<file path="config.mk">
export PLATFORM = sky130hd
export DESIGN_NAME = uart_alu_seq_flat
export DESIGN_NICKNAME = d
export VERILOG_FILES = /design/src/rtl/uart_alu_pkg.sv /design/src/rtl/uart_alu_seq_if.sv /design/src/rtl/uart_alu_seq_alu_core.sv /design/src/rtl/uart_alu_seq.sv /design/src/flat_wrapper.sv
export SDC_FILE = /design/constraint.sdc
export NUM_CORES = 1
export LEC_CHECK = 0
export ABC_CLOCK_PERIOD_IN_PS = 4290
export CAP_MARGIN = 5
export CORE_MARGIN = 2
export CORE_UTILIZATION = 60
export DETAILED_ROUTE_END_ITERATION = 6
export HOLD_SLACK_MARGIN = 0.12
export MAX_ROUTING_LAYER = met4
export PLACE_DENSITY_LB_ADDON = 0.12
export SLEW_MARGIN = 25
export SYNTH_ARGS = -nofsm -noshare
export SYNTH_HDL_FRONTEND = slang
export SYNTH_SLANG_ARGS = --single-unit
</file>
<file path="constraint.sdc">
create_clock -name clk -period 4.29 [get_ports clk]
set_input_delay 0.858 -clock clk [delete_from_list [all_inputs] [get_ports clk]]
set_output_delay 0.858 -clock clk [all_outputs]
set_load 0.01 [all_outputs]
</file>
<file path="src/rtl/uart_alu_pkg.sv">
// rtl/uart_alu_pkg.sv - shared types and constants for the framed UART ALU
package uart_alu_pkg;

    typedef enum logic [2:0] {
        OP_ADD  = 3'd0,
        OP_SUB  = 3'd1,
        OP_AND  = 3'd2,
        OP_OR   = 3'd3,
        OP_XOR  = 3'd4,
        OP_SHL  = 3'd5,
        OP_SHR  = 3'd6,
        OP_PASS = 3'd7
    } op_e;

    typedef enum logic [2:0] {
        S_IDLE     = 3'd0,
        S_GET_A    = 3'd1,
        S_GET_B    = 3'd2,
        S_EXEC     = 3'd3,
        S_SEND_RES = 3'd4,
        S_SEND_FLG = 3'd5,
        S_SEND_ERR = 3'd6
    } state_e;

    localparam logic [3:0] SYNC_NIBBLE = 4'hA;
    localparam logic [7:0] ERR_BYTE    = 8'hEE;

endpackage

</file>
<file path="src/rtl/uart_alu_seq_if.sv">
// rtl/uart_alu_seq_if.sv - rx strobe, tx byte stream and display outputs of the UART ALU
interface uart_alu_seq_if #(
    parameter int W = 8
);
    logic         rx_valid;
    logic [7:0]   rx_data;
    logic         tx_ready;
    logic         tx_valid;
    logic [7:0]   tx_data;
    logic [W-1:0] result;
    logic [3:0]   flags;
    logic         busy;
    logic         err;

    modport master (
        output rx_valid, rx_data, tx_ready,
        input  tx_valid, tx_data, result, flags, busy, err
    );

    modport slave (
        input  rx_valid, rx_data, tx_ready,
        output tx_valid, tx_data, result, flags, busy, err
    );
endinterface

</file>
<file path="src/rtl/uart_alu_seq_alu_core.sv">
// rtl/uart_alu_seq_alu_core.sv - combinational W-bit ALU with Z/N/C/V flags
module alu_core
    import uart_alu_pkg::*;
#(
    parameter int W = 8
) (
    input  op_e          op_i,
    input  logic [W-1:0] a_i,
    input  logic [W-1:0] b_i,
    output logic [W-1:0] y_o,
    output logic         z_o,
    output logic         n_o,
    output logic         c_o,
    output logic         v_o
);

    logic [W:0] wide;

    always_comb begin
        wide = '0;
        y_o  = '0;
        c_o  = 1'b0;
        v_o  = 1'b0;
        case (op_i)
            OP_ADD: begin
                wide = {1'b0, a_i} + {1'b0, b_i};
                y_o  = wide[W-1:0];
                c_o  = wide[W];
                v_o  = (a_i[W-1] == b_i[W-1]) && (y_o[W-1] != a_i[W-1]);
            end
            OP_SUB: begin
                // The borrow lands in wide[W]; carry means "no borrow".
                wide = {1'b0, a_i} - {1'b0, b_i};
                y_o  = wide[W-1:0];
                c_o  = ~wide[W];
                v_o  = (a_i[W-1] != b_i[W-1]) && (y_o[W-1] != a_i[W-1]);
            end
            OP_AND: y_o = a_i & b_i;
            OP_OR:  y_o = a_i | b_i;
            OP_XOR: y_o = a_i ^ b_i;
            OP_SHL: begin
                if (32'(b_i) < W) begin
                    wide = {1'b0, a_i} << b_i;
                    y_o  = wide[W-1:0];
                    c_o  = wide[W];
                end
            end
            OP_SHR: begin
                // A guard bit below the LSB catches the last bit shifted out.
                if (32'(b_i) < W) begin
                    wide = {a_i, 1'b0} >> b_i;
                    y_o  = wide[W:1];
                    c_o  = wide[0];
                end
            end
            default: y_o = a_i;
        endcase
    end

    assign z_o = (y_o == '0);
    assign n_o = y_o[W-1];

endmodule

</file>
<file path="src/rtl/uart_alu_seq.sv">
// rtl/uart_alu_seq.sv - framed UART command parser, ALU sequencer and response streamer
module uart_alu_seq
    import uart_alu_pkg::*;
#(
    parameter int W           = 8,
    parameter int TIMEOUT_CYC = 5_000_000
) (
    input  logic          clk,
    input  logic          rst,
    uart_alu_seq_if.slave bus
);

    localparam int NB  = (W + 7) / 8;
    localparam int BW  = NB * 8;
    localparam int CW  = $clog2(TIMEOUT_CYC + 1);
    localparam int BCW = $clog2(NB + 1);

    state_e          state_q, state_d;
    logic [3:0]      op_q, op_d;
    logic [BW-1:0]   a_q, a_d;
    logic [BW-1:0]   b_q, b_d;
    logic [BCW-1:0]  bcnt_q, bcnt_d;
    logic [CW-1:0]   to_q, to_d;
    logic [W-1:0]    res_q, res_d;
    logic [3:0]      flg_q, flg_d;
    logic [BW-1:0]   sh_q, sh_d;
    logic            tx_valid_q, tx_valid_d;
    logic [7:0]      tx_data_q, tx_data_d;
    logic            err_q, err_d;

    logic [W-1:0]    y;
    logic [BW-1:0]   y_ext;
    logic            z, n, c, v;
    logic            tx_fire;
    logic            last_byte;

    alu_core #(.W(W)) u_alu (
        .op_i (op_e'(op_q[2:0])),
        .a_i  (a_q[W-1:0]),
        .b_i  (b_q[W-1:0]),
        .y_o  (y),
        .z_o  (z),
        .n_o  (n),
        .c_o  (c),
        .v_o  (v)
    );

    always_comb begin
        y_ext        = '0;
        y_ext[W-1:0] = y;
    end

    assign tx_fire   = tx_valid_q && bus.tx_ready;
    assign last_byte = (bcnt_q == BCW'(NB - 1));

    always_comb begin
        state_d    = state_q;
        op_d       = op_q;
        a_d        = a_q;
        b_d        = b_q;
        bcnt_d     = bcnt_q;
        to_d       = to_q;
        res_d      = res_q;
        flg_d      = flg_q;
        sh_d       = sh_q;
        tx_valid_d = tx_valid_q;
        tx_data_d  = tx_data_q;
        err_d      = 1'b0;

        case (state_q)
            S_IDLE: begin
                if (bus.rx_valid) begin
                    if (bus.rx_data[7:4] == SYNC_NIBBLE) begin
                        op_d    = bus.rx_data[3:0];
                        bcnt_d  = '0;
                        to_d    = '0;
                        state_d = S_GET_A;
                    end else begin
                        err_d = 1'b1;
                    end
                end
            end
            S_GET_A, S_GET_B: begin
                // A byte arriving on the timeout cycle still counts.
                if (bus.rx_valid) begin
                    to_d = '0;
                    if (state_q == S_GET_A) begin
                        a_d = (a_q >> 8) | (BW'(bus.rx_data) << (BW - 8));
                    end else begin
                        b_d = (b_q >> 8) | (BW'(bus.rx_data) << (BW - 8));
                    end
                    if (last_byte) begin
                        bcnt_d  = '0;
                        state_d = (state_q == S_GET_A) ? S_GET_B : S_EXEC;
                    end else begin
                        bcnt_d = bcnt_q + BCW'(1);
                    end
                end else if (to_q == CW'(TIMEOUT_CYC - 1)) begin
                    err_d   = 1'b1;
                    a_d     = '0;
                    b_d     = '0;
                    bcnt_d  = '0;
                    to_d    = '0;
                    state_d = S_IDLE;
                end else begin
                    to_d = to_q + CW'(1);
                end
            end
            S_EXEC: begin
                tx_valid_d = 1'b1;
                bcnt_d     = '0;
                if (!op_q[3]) begin
                    res_d     = y;
                    flg_d     = {v, c, n, z};
                    tx_data_d = y_ext[7:0];
                    sh_d      = y_ext >> 8;
                    state_d   = S_SEND_RES;
                end else begin
                    err_d     = 1'b1;
                    tx_data_d = ERR_BYTE;
                    state_d   = S_SEND_ERR;
                end
            end
            S_SEND_RES: begin
                if (tx_fire) begin
                    if (last_byte) begin
                        tx_data_d = {4'h0, flg_q};
                        state_d   = S_SEND_FLG;
                    end else begin
                        tx_data_d = sh_q[7:0];
                        sh_d      = sh_q >> 8;
                        bcnt_d    = bcnt_q + BCW'(1);
                    end
                end
            end
            S_SEND_FLG, S_SEND_ERR: begin
                if (tx_fire) begin
                    tx_valid_d = 1'b0;
                    state_d    = S_IDLE;
                end
            end
            default: state_d = S_IDLE;
        endcase
    end

    always_ff @(posedge clk) begin
        if (rst) begin
            state_q    <= S_IDLE;
            op_q       <= '0;
            a_q        <= '0;
            b_q        <= '0;
            bcnt_q     <= '0;
            to_q       <= '0;
            res_q      <= '0;
            flg_q      <= '0;
            sh_q       <= '0;
            tx_valid_q <= 1'b0;
            tx_data_q  <= '0;
            err_q      <= 1'b0;
        end else begin
            state_q    <= state_d;
            op_q       <= op_d;
            a_q        <= a_d;
            b_q        <= b_d;
            bcnt_q     <= bcnt_d;
            to_q       <= to_d;
            res_q      <= res_d;
            flg_q      <= flg_d;
            sh_q       <= sh_d;
            tx_valid_q <= tx_valid_d;
            tx_data_q  <= tx_data_d;
            err_q      <= err_d;
        end
    end

    assign bus.tx_valid = tx_valid_q;
    assign bus.tx_data  = tx_data_q;
    assign bus.result   = res_q;
    assign bus.flags    = flg_q;
    assign bus.busy     = (state_q != S_IDLE);
    assign bus.err      = err_q;

endmodule

</file>
<file path="src/flat_wrapper.sv">
// flat-port wrapper written by rule: the top's interface ports become plain ports
module uart_alu_seq_flat import uart_alu_pkg::*;
#(
    parameter int W           = 8,
    parameter int TIMEOUT_CYC = 5_000_000
)
  (clk, rst, bus_rx_valid, bus_rx_data, bus_tx_ready, bus_tx_valid, bus_tx_data, bus_result, bus_flags, bus_busy, bus_err);
  uart_alu_seq_if #(.W(W)) bus_i ();
  input  logic clk;
  input  logic rst;
  input wire logic [$bits(bus_i.rx_valid)-1:0] bus_rx_valid;
  input wire logic [$bits(bus_i.rx_data)-1:0] bus_rx_data;
  input wire logic [$bits(bus_i.tx_ready)-1:0] bus_tx_ready;
  output wire logic [$bits(bus_i.tx_valid)-1:0] bus_tx_valid;
  output wire logic [$bits(bus_i.tx_data)-1:0] bus_tx_data;
  output wire logic [$bits(bus_i.result)-1:0] bus_result;
  output wire logic [$bits(bus_i.flags)-1:0] bus_flags;
  output wire logic [$bits(bus_i.busy)-1:0] bus_busy;
  output wire logic [$bits(bus_i.err)-1:0] bus_err;
  assign bus_i.rx_valid = bus_rx_valid;
  assign bus_i.rx_data = bus_rx_data;
  assign bus_i.tx_ready = bus_tx_ready;
  assign bus_tx_valid = bus_i.tx_valid;
  assign bus_tx_data = bus_i.tx_data;
  assign bus_result = bus_i.result;
  assign bus_flags = bus_i.flags;
  assign bus_busy = bus_i.busy;
  assign bus_err = bus_i.err;
  uart_alu_seq #(.W(W), .TIMEOUT_CYC(TIMEOUT_CYC)) u_core (.clk(clk), .rst(rst), .bus(bus_i));
endmodule
</file>
**Word level (Yosys, flattened, before mapping)**

Index checks and enable logic that the tools add are counted.

- Output and inout bits: 23
- RAM bits: 0
- Word-level logic and storage cells: 128
- Bits in latches: 0
- Input bits: 12
- Bits in registers: 77
- ROM bits: 0
- Memories kept: 0

- Shift-type cells: 2
- Div/mod/pow operators: 0
- $lt $le $gt $ge: 1
- Reductions and logical operators: 24
- Equality and inequality tests: 29
- Multiply operators: 0
- Bitwise gates (word level): 5
- $add $sub $neg: 4
- Muxes and demuxes: 51

Operators with widths:

| kind | number |
|---|---|
| two-way mux 8 bit | 13 |
| two-way mux 23 bit | 4 |
| case mux 8 bit (7 select lines) | 1 |
| case mux 23 bit (2 select lines) | 1 |
| case mux 8 bit (2 select lines) | 2 |
| two-way mux 3 bit | 8 |
| adder 23 x 1 -> 23 bit (second input constant) | 1 |
| == test 23 bit (second input constant) | 1 |
| == test 3 bit (second input constant) | 6 |
| two-way mux 1 bit | 15 |
| case mux 3 bit (5 select lines) | 1 |
| == test 3 x 2 -> 1 bit (second input constant) | 4 |
| AND reduction 3 bit | 4 |
| inequality test 2 x 1 -> 1 bit (second input constant) | 5 |
| adder 8 x 8 -> 9 bit | 1 |
| << shifter 8 x 8 -> 9 bit | 1 |
| right shift 9 x 8 -> 9 bit | 1 |
| subtractor 8 x 8 -> 9 bit | 1 |
| AND 8 bit | 1 |
| logical NOT 8 bit | 1 |
| < comparator 8 x 4 -> 1 bit (second input constant) | 1 |
| inequality test 2 bit (second input constant) | 4 |
| bitwise OR 8 bit | 1 |
| case mux 1 bit (4 select lines) | 2 |
| other kinds (22) | 36 |

**Longest topological paths before layout**

- Depth after elaboration: 5
- Mapped depth: 11
- Depth with buffers taken out: 11

**Hierarchy**

A second synthesis with hierarchy kept.

- Cells, all modules: 661
- Area total of the unflattened synthesis: 5,188.7 um2

By module, submodules not included:

| module | times used | sequential area each (um2) | area an instance (um2) | cells an instance |
|---|---|---|---|---|
| uart_alu_seq | 1 | 1,361.3 | 3,165.5 | 376 |
| alu_core | 1 | 0.0 | 2,023.2 | 285 |

**Worst setup path before layout**

Ideal clock, no wire load.

- Path type: reg2reg
- From: register u_core.b_q[1]
- To: register u_core.flg_q[0] (netlist: u_core.bus.flags[0])
- Period minus slack after synthesis: 3.087 ns
- Arrival time: 2.999 ns
- Library setup time: 0.088 ns
- Required time: 4.202 ns
- Path buffers: 2
- Cell stages (with the launch flop): 12
- Slack: 1.203 ns
- Cells stage by stage: dfxtp_1 buf_2 buf_2 inv_1 fa_1 nor2b_1 o31ai_1 xnor2_1 a22o_1 o32a_1 or4_1 o32ai_2

- Cells in the longest elaborated chain, start to end: 4
- Elaborated cells between the ends (all ways): 12
- Classes of those cells: 2 x add/sub; 1 x order compare; 2 x shift; 3 x mux; 3 x bitwise; 1 x reduce/logical

Ends and longest elaborated chain:

| what | line | source |
|---|---|---|
| from (decl) | uart_alu_seq.sv:21 | `logic [BW-1:0] b_q, b_d;` |
| from (signal assigned) | uart_alu_seq.sv:151 | `b_q <= '0;` |
| from (signal assigned) | uart_alu_seq.sv:164 | `b_q <= b_d;` |
| < comparator 8 x 4 -> 1 bit (tied with other cells) | uart_alu_seq_alu_core.sv:42, uart_alu_seq_alu_core.sv:50 |  |
| two-way mux 8 bit (on tied branches) | uart_alu_seq_alu_core.sv:50, uart_alu_seq_alu_core.sv:42 |  |
| case mux 8 bit (7 select lines) (*) | uart_alu_seq_alu_core.sv:24 | `case (op_i)` |
| logical NOT 8 bit (*) | uart_alu_seq_alu_core.sv:60 | `assign z_o = (y_o == '0);` |
| to (signal assigned) | uart_alu_seq.sv:168 | `flg_q <= flg_d;` |
| to (decl) | uart_alu_seq.sv:25 | `logic [3:0] flg_q, flg_d;` |

Mark *: on every way between the ends. The rest lies on a longest branch, timed or not.
A chain may end at the register's enable or synchronous reset.

**Final worst setup path**

- From: register u_core.a_q[3]
- To: register u_core.tx_data_q[7] (netlist: u_core.bus.tx_data[7])

- Cells in the longest elaborated chain, start to end: 5
- Elaborated cells between the ends (all ways): 9
- Classes of those cells: 2 x add/sub; 2 x shift; 5 x mux

Ends and longest elaborated chain:

| what | line | source |
|---|---|---|
| from (decl) | uart_alu_seq.sv:20 | `logic [BW-1:0] a_q, a_d;` |
| from (signal assigned) | uart_alu_seq.sv:150 | `a_q <= '0;` |
| from (signal assigned) | uart_alu_seq.sv:163 | `a_q <= a_d;` |
| parallel branches: the longest is 2 deep, another holds subtractor 8 x 8 -> 9 bit | n/a |  |
| case mux 8 bit (7 select lines) (*) | uart_alu_seq_alu_core.sv:24 |  |
| two-way mux 8 bit (*) | uart_alu_seq.sv:112 | `if (!op_q[3]) begin` |
| case mux 8 bit (2 select lines) (*) | uart_alu_seq.sv:70 | `case (state_q)` |
| to (signal assigned) | uart_alu_seq.sv:171 | `tx_data_q <= tx_data_d;` |
| to (decl) | uart_alu_seq.sv:28 | `logic [7:0] tx_data_q, tx_data_d;` |

Mark *: on every way between the ends.

==> impl.org <==
** Finish
- Layout cell share with drive strength beyond 1 :: 0.0767
- After routing the design area is 5470 um2.
- Post-route insts no fill :: 744
- Ant. Diodes :: 0
- Final layout net count :: 673
- Once layout is complete, the utilization of the core stands at 0.676.
- Syn-to-layout area delta :: 11.2%

** Clocking
- After clock tree synthesis, the clock-pin slew on the worst setup and hold paths is 0.08 ns.
- For this design, the CTS-stage hold fixing added 0 buffers.
- The root buffer cell chosen for the clock tree is clkbuf_8.
- CTS built an H-tree with a depth of 3.
- Worst-case clock buffer depth :: 2
- Clock buffer count from CTS :: 9
- Setup bufs post-CTS :: 0
- TritonCTS built the clock tree.
- The clock drives 67 sinks.
- Resized cells post-CTS :: 0
- The later pin in the worst-skew pair is clocked with a latency of 0.35 ns.

** Routing
- Detailed routing inserted a total of 4662 vias.
- Final wirelength :: 13.3 mm
- For this run, design rule violations remaining after detail routing come to 0.
- In the final routed layout, each cell accounts on average for 17.9 um.
- For this block, the initial DRC count from the detailed router was 448.
- Count of nets left with antenna violations after detail routing :: 0
- Vias per inst :: 6.27
- The first TritonRoute pass finished after 5 iterations.

** GRT
- Largest net degree at the start of global routing :: 24
- Via count of the first global-routing pass :: 4229
- Wire length of the first global-routing pass :: 21.6 mm
- Grt total ovfl :: 0
- In the global route stage, overall resource usage came out at 0.319.
- Number of antenna violations at the first check in global routing :: 0

** Setup path
- Data on the critical path is required at its endpoint by 4.56 ns.
- Delay of the slowest cell on the worst path :: 0.74 ns
- Startpoint kind of the worst setup timing path :: flop
- Slowest stage cell on the critical path :: a2111oi_1
- Largest fanout on the critical path :: 13
- Crit Reg-Reg Startpoint :: u_core.a_q[3]
- Worst EP arrival :: 3.45 ns
- STA classifies the critical path endpoint as a flop.
- Launching element of the worst setup path :: u_core.a_q[3]
- Traced cell by cell, the critical path runs through inv_1 > ha_1 > nor3_1 > a2111oi_1 > o21ba_2 > o21ai_0 > a41oi_1 > o21ai_0 > a21oi_1.
- CP dominant cell by count :: o21ai_0
- The worst setup path is of the reg2reg kind.

** STA
- Derived from the worst setup path, the maximum achievable clock frequency is 314 MHz.
- Final cycle utilization of the critical path :: 0.743
- Slew at the pin with the worst max-slew slack :: 0.841 ns
- Setup repair after global routing left no endpoint under its margin.
- Number of endpoints failing setup at the final stage :: 0
- Max-slew headroom :: 0.437
- Setup tns final :: 0 ns
- The number of hold-slack violations in the final timing report came to 0.
- For the final database, setup skew stands at 0.0149 ns.
- The clock period could shrink to 3.19 ns.
- The final-report max-slew violation count is 0.
- Worst Slack Setup Final :: 1.10 ns

** Yosys
- Largest family of logic cells by synthesized area :: simple AND/OR/NAND/NOR gates
- Count of synthesis-stage warnings from yosys :: 0
- Synthesis produced a netlist with a net count of 657.
- Of the total synthesized cell area, the portion taken by full adders, half adders and majority gates is 0.0737.
- Area of the mapped netlist :: 4920 um2
- Area share of and/or/nand/nor cells after synthesis :: 0.261
- Synthesized instance count :: 618
- After synthesis, the mean cell area works out to 7.96 um2.
- Number of distinct library cells after synthesis :: 81
- Measured against the total synthesized area, the mux share comes to 0.108.
- Of the synthesized area, sequential elements account for 0.273.
- Synthesized-area fraction occupied by ao, oa, aoi and oai cells :: 0.175
- Number of synthesized flops with an enable pin :: 0
- In the synthesized netlist the async set-or-reset flop fraction comes to 0.
- For this run, the leading register cell type out of synthesis is dfxtp_1.
- Of the total synthesized cell area, the portion taken by XOR and XNOR cells is 0.0463.
- Counting flops and latches in the post-synthesis netlist gives 67.

** Worst hold path
- In this run the worst hold path is classified as reg2reg.
- In this run the most critical hold path is launched from u_core.bus.tx_data[5].

** Floorplan
- The region available for standard cell placement spans 8090 um2.
- From left edge to right edge, the die measures 94.6 um.
- The die covers 8940 um2.
- I/O pin count :: 35
- The initialized floorplan defines 33 standard-cell rows.
- Chip Height :: 94.6 um
- Initial Utilization :: 0.608

** Pwr
- In this run the static leakage power is 1.93 nW.
- Maximum VDD drop :: 0.273 mV
- Power per cell area :: 310 nW/um2

** Placement
- Count of buffers inserted at the top-level ports :: 34
- After legalization and detailed placement, the total HPWL measured 9.86 mm.
- OpenSTA, run right after detailed placement, puts the worst setup slack at 0.815 ns.
- Post-Place Cell Area :: 5280 um2
- The congestion estimate from routability-driven global placement came to 1.02.
- Cells after DPL :: 728

** Job
- Maximum capacitance violations :: 0

** Run status
- The flow ran to the end, and the final reports show no timing, DRC or antenna violations.
[cell families after synthesis]
logic type	after synthesis
muxes	39
buffers and inverters	72
DFF	67
adders and majority gates	28
AOI/OAI and AO/OA	124
xor gates and xnor gates	26
and+or+nand+nor	262
[power breakdown]
part	switching, mW	internal, mW
logic	0.260	0.188
registers	0.0580	0.650
clock network	0.265	0.272
[state kept, by name (all words and copies together), names as in the netlist]
name	cells
u_core.to_q	23
u_core.b_q	8
u_core.op_q	4
u_core.state_q	3
u_core.bus.flags	4
u_core.bus.err	1
u_core.bus.tx_data	8
u_core.bus.result	7
u_core.bus.tx_valid	1
u_core.a_q	8
[critical path, delay by kind of cell (launching register included)]
family	cells	cell delay [ns]
adders and majority gates	1	0.51
buffers and inverters	1	0.09
and+or+nand+nor	1	0.12
DFF	1	0.67
AOI/OAI and AO/OA	6	1.73
[synth_stat cells (4+ instances only)]
master	count	area share
nand2_1	53	0.040
xor2_1	11	0.020
nor2b_1	9	0.011
o21ai_0	17	0.017
buf_4	4	0.0061
nor2_1	91	0.069
o31ai_1	4	0.0061
nand2b_1	8	0.010
nor4_1	4	0.0051
and2_1	11	0.014
mux2i_1	27	0.055
o221ai_1	4	0.0071
xnor2_1	15	0.027
buf_1	5	0.0038
a21o_1	5	0.0076
a211oi_1	6	0.0092
a21oi_1	39	0.040
or3_1	5	0.0064
ha_1	25	0.064
nor3b_1	5	0.0076
mux4_2	11	0.050
nand3_1	28	0.028
inv_1	31	0.024
dfxtp_1	67	0.27
and3_1	5	0.0064
nand4_1	9	0.011
clkbuf_1	17	0.013
nor3_1	15	0.015
buf_2	9	0.0092
[routing by layer]
metal | vias up | GRT usage | wire length [um]
met5 | - | - | 0
met4 | 0 | 0.0918 | 268
met3 | 29 | 0.0654 | 1070
met2 | 215 | 0.488 | 6190
met1 | 2196 | 0.431 | 5810
li1 | 2222 | - | -
[path summary, 6_finish.rpt]
kind | end | slack [ns] | depth (start not counted)
max | u_core.bus.tx_data[7] | 1.10 | 9
min | u_core.bus.tx_data[5] | 0.45 | 2
max reg2reg | u_core.bus.tx_data[7] | 1.10 | 9
min reg2reg | u_core.bus.tx_data[5] | 0.45 | 2
[stage by stage]
step	hold slack [ns]	power, mW
after floorplan	0.453	1.04
after global placement	0.442	1.15
after detailed placement	0.443	1.16
after CTS	0.455	1.69
after global routing	0.487	1.78
final	0.454	1.69
[layout make-up]
type / count / area (um2)
Inverter: 34 / 128
Timing Repair Buffer: 43 / 408
Clock inverter: 7 / 75.1
Fill cell: 698 / 2620
Tap cell: 105 / 131
Multi-Input combinational cell: 479 / 3270
Sequential cell: 67 / 1340
Clock buffer: 9 / 124
[cells in the final DEF, fill, tap and decap left out, drive strengths merged, types with 3 or more instances in the layout]
master and n:
nor2 91, o21bai 3, a31oi 3, or3 5
xnor2 15, mux4 11, mux2i 27, nor2b 9
nor4 6, o32ai 3, a21boi 3, or4 3
dfxtp 67, nand2 53, a2111oi 3, nand4 9
nand2b 8, and3 5, clkbuf 9, ha 25
nor3 15, and2 11, nor3b 5, clkdlybuf4s50 34
clkinv 5, xor2 11, a21oi 41, a41oi 3
o31ai 4, a211oi 7, inv 35, buf 9
o21ai 18, o221ai 4, nand3 28, o22ai 3
a21o 5
Note: power is estimated with default switching activity, not from simulation.
